`src/rtl/cpu_pkg.sv`:
```
// Shared types and constants for the 16-bit MIPS16-style CPU pipeline.
package cpu_pkg;
  localparam int unsigned WORD_W = 16;

  typedef logic [WORD_W-1:0] word_t;

  localparam word_t NOP_INSTR = 16'h0800;
  localparam word_t RESET_PC  = 16'h0000;

  typedef enum logic [1:0] {
    ST_BOOT = 2'd0,
    ST_RUN  = 2'd1,
    ST_HALT = 2'd2
  } fetch_state_e;

  typedef struct packed {
    word_t instr;
    word_t pc_plus1;
    logic  valid;
  } if_id_t;

  localparam if_id_t IF_ID_BUBBLE = '{instr: NOP_INSTR, pc_plus1: '0, valid: 1'b0};
endpackage

```
`src/rtl/if_id_reg.sv`:
```
// IF/ID pipeline register: flush beats stall, stall beats load, load beats bubble.
module if_id_reg
  import cpu_pkg::*;
(
  input  logic   clk,
  input  logic   rst,
  input  logic   flush,
  input  logic   stall,
  input  logic   load,
  input  logic   bubble,
  input  if_id_t load_data,
  output if_id_t if_id
);

  always_ff @(posedge clk or negedge rst) begin
    if (!rst) begin
      if_id <= IF_ID_BUBBLE;
    end else if (flush) begin
      if_id <= IF_ID_BUBBLE;
    end else if (stall) begin
      if_id <= if_id;
    end else if (load) begin
      if_id <= load_data;
    end else if (bubble) begin
      if_id <= IF_ID_BUBBLE;
    end
  end

endmodule

```
`src/rtl/instruction_fetch.sv`:
```
// Fetch stage: owns the PC, BOOT/RUN/HALT control and the accepted-instruction count.
module instruction_fetch
  import cpu_pkg::*;
(
  input  logic              clk,
  input  logic              rst,
  output logic [WORD_W-1:0] imem_addr,
  input  logic [WORD_W-1:0] imem_data,
  input  logic              stall,
  input  logic              flush,
  input  logic              redirect,
  input  logic [WORD_W-1:0] redirect_pc,
  input  logic              halt,
  input  logic              resume,
  output logic [WORD_W-1:0] if_id_instr,
  output logic [WORD_W-1:0] if_id_pc_plus1,
  output logic              if_id_valid,
  output logic [WORD_W-1:0] fetch_count,
  output logic              halted
);

  fetch_state_e state_q, state_d;
  word_t        pc_q, pc_d;
  word_t        count_q, count_d;
  word_t        pc_plus1;
  logic         halted_q;
  logic         fetch_load;
  logic         fetch_bubble;
  if_id_t       load_data;
  if_id_t       if_id;

  assign pc_plus1     = pc_q + WORD_W'(1);
  assign fetch_load   = (state_q == ST_RUN) && !flush && !stall;
  assign fetch_bubble = (state_q == ST_HALT);

  always_comb begin
    load_data.instr    = imem_data;
    load_data.pc_plus1 = pc_plus1;
    load_data.valid    = 1'b1;
  end

  // State register, PC and counter.
  always_ff @(posedge clk or negedge rst) begin
    if (!rst) begin
      state_q  <= ST_BOOT;
      pc_q     <= RESET_PC;
      count_q  <= '0;
      halted_q <= 1'b0;
    end else begin
      state_q  <= state_d;
      pc_q     <= pc_d;
      count_q  <= count_d;
      halted_q <= (state_d == ST_HALT);
    end
  end

  // Next state; redirect overrides the PC in every state but never moves the FSM.
  always_comb begin
    state_d = state_q;
    pc_d    = pc_q;
    count_d = count_q;
    case (state_q)
      ST_BOOT: state_d = ST_RUN;
      ST_RUN: begin
        if (halt && !redirect) state_d = ST_HALT;
        if (!stall) pc_d = pc_plus1;
      end
      ST_HALT: begin
        if (resume) state_d = ST_RUN;
      end
      default: state_d = ST_BOOT;
    endcase
    if (redirect) pc_d = redirect_pc;
    if (fetch_load) count_d = count_q + WORD_W'(1);
  end

  if_id_reg u_if_id_reg (
    .clk       (clk),
    .rst       (rst),
    .flush     (flush),
    .stall     (stall),
    .load      (fetch_load),
    .bubble    (fetch_bubble),
    .load_data (load_data),
    .if_id     (if_id)
  );

  assign imem_addr      = pc_q;
  assign if_id_instr    = if_id.instr;
  assign if_id_pc_plus1 = if_id.pc_plus1;
  assign if_id_valid    = if_id.valid;
  assign fetch_count    = count_q;
  assign halted         = halted_q;

endmodule

```
`config.mk`:
```
export PLATFORM = sky130hd
export DESIGN_NAME = instruction_fetch
export DESIGN_NICKNAME = d
export VERILOG_FILES = /design/src/rtl/cpu_pkg.sv /design/src/rtl/if_id_reg.sv /design/src/rtl/instruction_fetch.sv
export SDC_FILE = /design/constraint.sdc
export NUM_CORES = 1
export LEC_CHECK = 0
export ABC_CLOCK_PERIOD_IN_PS = 1700
export CAP_MARGIN = 20
export CORE_ASPECT_RATIO = 1.75
export CORE_MARGIN = 5
export CORE_UTILIZATION = 40
export CTS_CLUSTER_DIAMETER = 150
export DETAILED_ROUTE_END_ITERATION = 6
export PLACE_DENSITY = 0.82
export SYNTH_ARGS = -nofsm -noshare
export SYNTH_HDL_FRONTEND = slang
export SYNTH_SLANG_ARGS = --single-unit
```
`constraint.sdc`:
```
create_clock -name clk -period 1.7 [get_ports clk]
set_input_delay 0.17 -clock clk [delete_from_list [all_inputs] [get_ports clk]]
set_output_delay 0.17 -clock clk [all_outputs]
set_load 0.02 [all_outputs]
```
Word level (Yosys, flattened, before mapping). Index checks and enable logic that the tools add are counted.

Reductions and logical operators: 11. Equal/unequal tests: 5. Add/sub/neg operators: 2. Multiplexer cells: 10.

Operators by type and width (count): $mux W33 (4); $mux W16 (3); $add A16 B1 Y16 const B (2); $pmux W2 S3 (1); $eq A2 B2 Y1 const B (2); $mux W2 (2); $ne A2 B1 Y1 const B (2); $reduce_and A2 Y1 (2); $logic_and A1 B1 Y1 (3); $logic_not A1 Y1 (3); $reduce_bool A3 Y1 (1); $eq A2 B1 Y1 const B (1); $logic_not A2 Y1 (1); $reduce_bool A2 Y1 (1).

Output and inout port bits: 66. Logic and storage cells: 35. Bits in registers: 68.

Logic depth before layout (Yosys ltp).
Depth after elaboration: 6. Mapped depth: 6. Depth with buffers taken out: 5.

Cells and area by module. A second synthesis with hierarchy kept.

Cell total of the unflattened synthesis: 357. Area, all modules: 3682.3 um2.

By module, submodules not included: instruction_fetch (times used 1, cells each 209, sequential area each 875.8 um2, area each 2019.4 um2); if_id_reg (times used 1, cells each 148, sequential area each 827.0 um2, area each 1662.8 um2).

Worst setup path after synthesis. No wires, ideal clock.

Path type: reg2reg. Start: reg pc_q[0] (netlist: imem_addr[0]). End: reg pc_q[14] (netlist: imem_addr[14]). Setup slack: -0.359 ns. Stages on the path, launching flop included: 6. Clock period less this slack: 2.059 ns. Buffers on the path: 0. Data arrival time: 1.977 ns. Required time: 1.618 ns. Cells stage by stage: dfrtp_1 ha_1 nand4bb_1 or3_4 or4_1 a31oi_1.

Longest elaborated chain between the ends: 4.

Ends and longest elaborated chain: start, declared (RTL line instruction_fetch.sv:23) `word_t pc_q, pc_d;`; start signal, assigned (RTL line instruction_fetch.sv:51) `pc_q <= pc_d;`; $add A16 B1 Y16 (RTL line instruction_fetch.sv:32) `assign pc_plus1 = pc_q + WORD_W'(1);`; $mux W16 (RTL line instruction_fetch.sv:66) `if (!stall) pc_d = pc_plus1;`; $mux W16 (RTL line instruction_fetch.sv:62) `case (state_q)`; $mux W16 (RTL line instruction_fetch.sv:73) `if (redirect) pc_d = redirect_pc;`.

No other way between the ends. The select of a mux whose other input is x is not followed. A chain may end at the register's enable or synchronous reset.

Final worst setup path. Same ends and word-level chain as after synthesis.

==> report_table.html <==
<table>
<tr><th>Metric</th><th>Value</th></tr>
<tr><th colspan="2">Yosys</th></tr>
<tr><td>Post-Synthesis Cells</td><td>284</td></tr>
<tr><td>Sequential share of the synthesized area</td><td>53.75%</td></tr>
<tr><td>Distinct cells, synth</td><td>45</td></tr>
<tr><td>Mean instance size in the synthesized netlist</td><td>11.16 sq um</td></tr>
<tr><td>Most frequent cells after synthesis</td><td>67 x sky130_fd_sc_hd__dfrtp_1, 30 x sky130_fd_sc_hd__nand2_1, 28 x sky130_fd_sc_hd__a22o_1, 28 x sky130_fd_sc_hd__xnor2_1, 16 x sky130_fd_sc_hd__o21ai_0</td></tr>
<tr><td>Most common cell in the synthesized netlist</td><td>sky130_fd_sc_hd__dfrtp_1</td></tr>
<tr><td>Cells taking the most area after synthesis</td><td>sky130_fd_sc_hd__dfrtp_1 53%, sky130_fd_sc_hd__a22o_1 7.7%, sky130_fd_sc_hd__xnor2_1 7.7%, sky130_fd_sc_hd__xor2_1 3.6%, sky130_fd_sc_hd__nand2_1 3.6%</td></tr>
<tr><td>Number of enable flip-flop cells after synthesis</td><td>0</td></tr>
<tr><td>Async set or reset register ratio after synthesis</td><td>100.0%</td></tr>
<tr><td>Cell taking the most area after synthesis</td><td>sky130_fd_sc_hd__dfrtp_1</td></tr>
<tr><td>Leading register cell type out of synthesis</td><td>sky130_fd_sc_hd__dfrtp_1</td></tr>
<tr><td>Number of nets produced by synthesis</td><td>325</td></tr>
<tr><td>Top-area cell type share of the netlist area</td><td>52.92%</td></tr>
<tr><td>Total of flip-flops plus latches after synthesis</td><td>68</td></tr>
<tr><td>Post-Synthesis Cell Area</td><td>3168 sq um</td></tr>
<tr><td>Yosys warning count</td><td>0</td></tr>
<tr><th colspan="2">Timing</th></tr>
<tr><td>Final hold slack</td><td>0.3802 ns</td></tr>
<tr><td>Final Worst Setup Slack</td><td>-0.02939 ns</td></tr>
<tr><td>Final critical path time including I/O delays and setup</td><td>1.729 ns</td></tr>
<tr><td>Final setup violation count</td><td>1</td></tr>
<tr><td>Final worst clock skew</td><td>0.004183 ns</td></tr>
<tr><td>Crit share post-route</td><td>101.7%</td></tr>
<tr><td>Max-slew headroom at the worst pin</td><td>approximately 70%</td></tr>
<tr><td>Highest achievable clock rate</td><td>0.5782 GHz</td></tr>
<tr><td>Final Hold Violating Endpoints</td><td>0</td></tr>
<tr><td>Measured slew at the worst slew-check pin</td><td>0.4291 ns</td></tr>
<tr><td>Final Slew Violations</td><td>0</td></tr>
<tr><td>RSZ-0062 raised after global routing</td><td>true</td></tr>
<tr><th colspan="2">Worst setup path</th></tr>
<tr><td>Startpoint type of the worst setup path</td><td>register</td></tr>
<tr><td>R2r startpoint</td><td>imem_addr[0]</td></tr>
<tr><td>Critical path origin</td><td>imem_addr[0]</td></tr>
<tr><td>Data required time at the worst endpoint</td><td>1.94 ns</td></tr>
<tr><td>Destination of the critical timing path</td><td>imem_addr[14]</td></tr>
<tr><td>CP Data Arrival Time</td><td>1.97 ns</td></tr>
<tr><td>Worst Reg2Reg Path Length in Cells</td><td>5</td></tr>
<tr><td>R2R Setup Slk</td><td>-0.03 ns</td></tr>
<tr><td>CP endpoint kind</td><td>register</td></tr>
<tr><td>Reg-to-reg endpoint</td><td>imem_addr[14]</td></tr>
<tr><td>Crit Path Max Fanout</td><td>3</td></tr>
<tr><td>Type of the setup path with the least slack</td><td>register to register</td></tr>
<tr><th colspan="2">Run</th></tr>
<tr><td>Number of max-cap violations</td><td>0</td></tr>
<tr><th colspan="2">Place</th></tr>
<tr><td>PortBufs</td><td>104</td></tr>
<tr><td>Placed cells</td><td>502</td></tr>
<tr><td>Final weighted congestion of routability-driven global placement</td><td>around 0.9</td></tr>
<tr><td>Detailed placement HPWL</td><td>6686 microns</td></tr>
<tr><th colspan="2">Detailed routing</th></tr>
<tr><td>Starting DRT DRC Count</td><td>104</td></tr>
<tr><td>Vias post-DR</td><td>between 2000 and 3000</td></tr>
<tr><td>Detailed Routing Iterations Pass 1</td><td>6</td></tr>
<tr><td>Remaining DRCs</td><td>0</td></tr>
<tr><td>Residual antenna-violating net count after detailed routing</td><td>0</td></tr>
<tr><td>Final wirelength</td><td>a little over 9000 microns</td></tr>
<tr><td>Vias per std cell</td><td>5.282</td></tr>
<tr><td>Post-detailed-route wirelength per cell</td><td>approximately 18 microns</td></tr>
<tr><th colspan="2">Cells and area</th></tr>
<tr><td>Nets</td><td>470</td></tr>
<tr><td>Area Overhead vs Synth</td><td>60.74%</td></tr>
<tr><td>Post-Layout Cell Count</td><td>between 500 and 600</td></tr>
<tr><td>Fraction of layout cells with a size suffix above 1</td><td>23.27%</td></tr>
<tr><td>Filler cell count</td><td>594</td></tr>
<tr><td>Register Area</td><td>1717 sq um</td></tr>
<tr><td>Antenna diodes</td><td>0</td></tr>
<tr><td>Combined area of the multi-input logic cells</td><td>1501 sq um</td></tr>
<tr><td>Number of flip-flops in the largest register</td><td>33</td></tr>
<tr><th colspan="2">Floorplanning</th></tr>
<tr><td>Number of top-level design ports</td><td>105</td></tr>
<tr><td>Die Wd</td><td>77.28 microns</td></tr>
<tr><td>Starting density of the core</td><td>40.33%</td></tr>
<tr><td>Die Outline Area</td><td>9870 sq um</td></tr>
<tr><td>Placement row count</td><td>43</td></tr>
<tr><td>Vertical extent of the die</td><td>127.7 microns</td></tr>
<tr><td>Std-Cell Core Area</td><td>between 7000 and 8000 sq um</td></tr>
<tr><th colspan="2">Global route</th></tr>
<tr><td>Sum of overflow across all layers after global routing</td><td>0</td></tr>
<tr><td>Vias in the first global route</td><td>a little under 3000</td></tr>
<tr><td>Global-route usage over all layers</td><td>between 10% and 20%</td></tr>
<tr><td>Global-route wire length before repair</td><td>14460 microns</td></tr>
<tr><td>Initial antenna violation count</td><td>0</td></tr>
<tr><td>Largest net degree at the start of global routing</td><td>slightly below 70</td></tr>
<tr><th colspan="2">Clock network</th></tr>
<tr><td>Number of H-tree levels</td><td>3</td></tr>
<tr><td>Clock Path Buffers</td><td>2</td></tr>
<tr><td>Clock transition at the registers of the reported paths</td><td>0.05 ns</td></tr>
<tr><td>Clock tree root driver cell</td><td>sky130_fd_sc_hd__clkbuf_16</td></tr>
<tr><td>Count of clock tree sinks</td><td>around 70</td></tr>
<tr><td>Clock insertion delay at the later pin of the skew report</td><td>0.33 ns</td></tr>
<tr><td>TritonCTS clock tree</td><td>yes</td></tr>
<tr><td>Inserted Clock Buffers</td><td>9</td></tr>
<tr><th colspan="2">Pwr</th></tr>
<tr><td>Max VDD drop</td><td>531.9 uV</td></tr>
<tr><td>Static Leak</td><td>2.202 nW</td></tr>
<tr><td>Power per cell area</td><td>1061 nW/um^2</td></tr>
<tr><th colspan="2">Status</th></tr>
<tr><td>Outcome</td><td>complete, but fails checks</td></tr>
<tr><td>Violations in the final reports</td><td>setup timing</td></tr>
<tr><th colspan="2">Min path</th></tr>
<tr><td>Hold Path Class</td><td>input port to async pin</td></tr>
</table>
[report_power, final]
part | switching, mW | leakage [nW] | internal, mW | total (mW)
combinational | 0.691 | 1.16 | 0.709 | 1.40
sequential | 0.190 | 0.877 | 1.80 | 1.99
clock | 0.688 | 0.162 | 1.32 | 2.01
total | 1.57 | 2.20 | 3.84 | 5.40
[through the flow]
| step | util (%) | total power [mW] | instance area [sq um] | setup TNS (ns) | setup WS, ns |
|---|---|---|---|---|---|
| after floorplan | - | 2.641 | 3261 | -0.1719 | -0.1293 |
| after global placement | 59.03 | 3.330 | 4637 | -15.83 | -0.3626 |
| after detailed placement | 59.03 | 3.369 | 4637 | -20.35 | -0.4673 |
| after CTS | 63.97 | 5.435 | 5025 | -0.02826 | -0.02826 |
| after global routing | 64.83 | 5.633 | 5092 | -0.3357 | -0.06821 |
| final | 64.83 | 5.404 | 5092 | -0.02939 | -0.02939 |
[area by class of cell]
class	count	share of cell area, %
flip-flops and latches	68	33.71
clock buffers	10	4.693
clock inverters	6	1.720
multi-input cells	196	29.48
inverters	4	0.2948
well taps	90	2.211
repair buffers	150	27.89
[worst min-delay path by stage]
stage	from	to	slack [ns]	cells past startpoint
2_1_floorplan	rst	fetch_count[0]	-0.13	0
3_3_place_gp	rst	u_if_id_reg.if_id[22]	0.22	2
3_5_place_dp	rst	u_if_id_reg.if_id[18]	0.22	2
4_1_cts	redirect_pc[0]	imem_addr[0]	0.40	3
5_1_grt	stall	u_if_id_reg.if_id[0]	0.40	3
6_report	rst	u_if_id_reg.if_id[18]	0.38	3
[repair_timing]
item / in CTS / in global routing
cloned: 0 / 1
hold buffers: 1 / 0
setup buffers: 4 / 1
endpoints found under the setup margin: 53 / 44
endpoints found under the hold margin: 67 / 0
gates resized for setup: 12 / 13
pin swaps: 2 / 0
[critical path: stages, from the launching register on]
cell                        delay, ns
sky130_fd_sc_hd__dfrtp_2         0.40
sky130_fd_sc_hd__ha_4            0.15
sky130_fd_sc_hd__nand4bb_4       0.11
sky130_fd_sc_hd__or3_4           0.34
sky130_fd_sc_hd__or4_1           0.47
sky130_fd_sc_hd__a31oi_1         0.17
[kinds of logic after synthesis]
kind of cell	count (synthesis)	share of synthesized area (%)
buffers and inverters	21	2.764
adders and majority gates	2	0.7898
DFF	68	53.75
muxes	1	0.3160
xor gates and xnor gates	41	11.34
AOI/OAI and AO/OA	58	13.43
and+or+nand+nor	93	17.62
[per-layer routing]
layer	track usage (%)	vias to the layer above	part of all wire, %	routed length [microns]
met1	20.15	1357	38	3509
met2	33.07	83	54	4984
met5	0	-	0	0
met4	10.73	0	3.1	288
met3	4.149	19	4.5	417
li1	-	1309	-	-
[placed cells by master (no fill, tap or decap), types with 3 or more instances in the layout]
cell type	netlist	routed
sky130_fd_sc_hd__nand3_2	1	3
sky130_fd_sc_hd__buf_4	0	40
sky130_fd_sc_hd__nor2_2	0	3
sky130_fd_sc_hd__clkbuf_16	0	9
sky130_fd_sc_hd__o2bb2ai_1	3	3
sky130_fd_sc_hd__dfrtp_1	67	56
sky130_fd_sc_hd__dfrtp_2	0	11
sky130_fd_sc_hd__nand3_1	8	6
sky130_fd_sc_hd__nor4_4	2	4
sky130_fd_sc_hd__xor2_1	13	13
sky130_fd_sc_hd__nor2_4	0	3
sky130_fd_sc_hd__xnor2_1	28	28
sky130_fd_sc_hd__clkdlybuf4s50_1	0	97
sky130_fd_sc_hd__o21ai_0	16	15
sky130_fd_sc_hd__dlygate4sd2_1	0	4
sky130_fd_sc_hd__and3_1	3	3
sky130_fd_sc_hd__buf_6	0	3
sky130_fd_sc_hd__nand2b_1	4	4
sky130_fd_sc_hd__nand2_1	30	30
sky130_fd_sc_hd__inv_1	4	4
sky130_fd_sc_hd__a22o_1	28	28
sky130_fd_sc_hd__nand4_1	6	6
sky130_fd_sc_hd__nor2_1	12	7
sky130_fd_sc_hd__nor3_1	6	5
No activity file was read; power rests on OpenSTA's default activity.
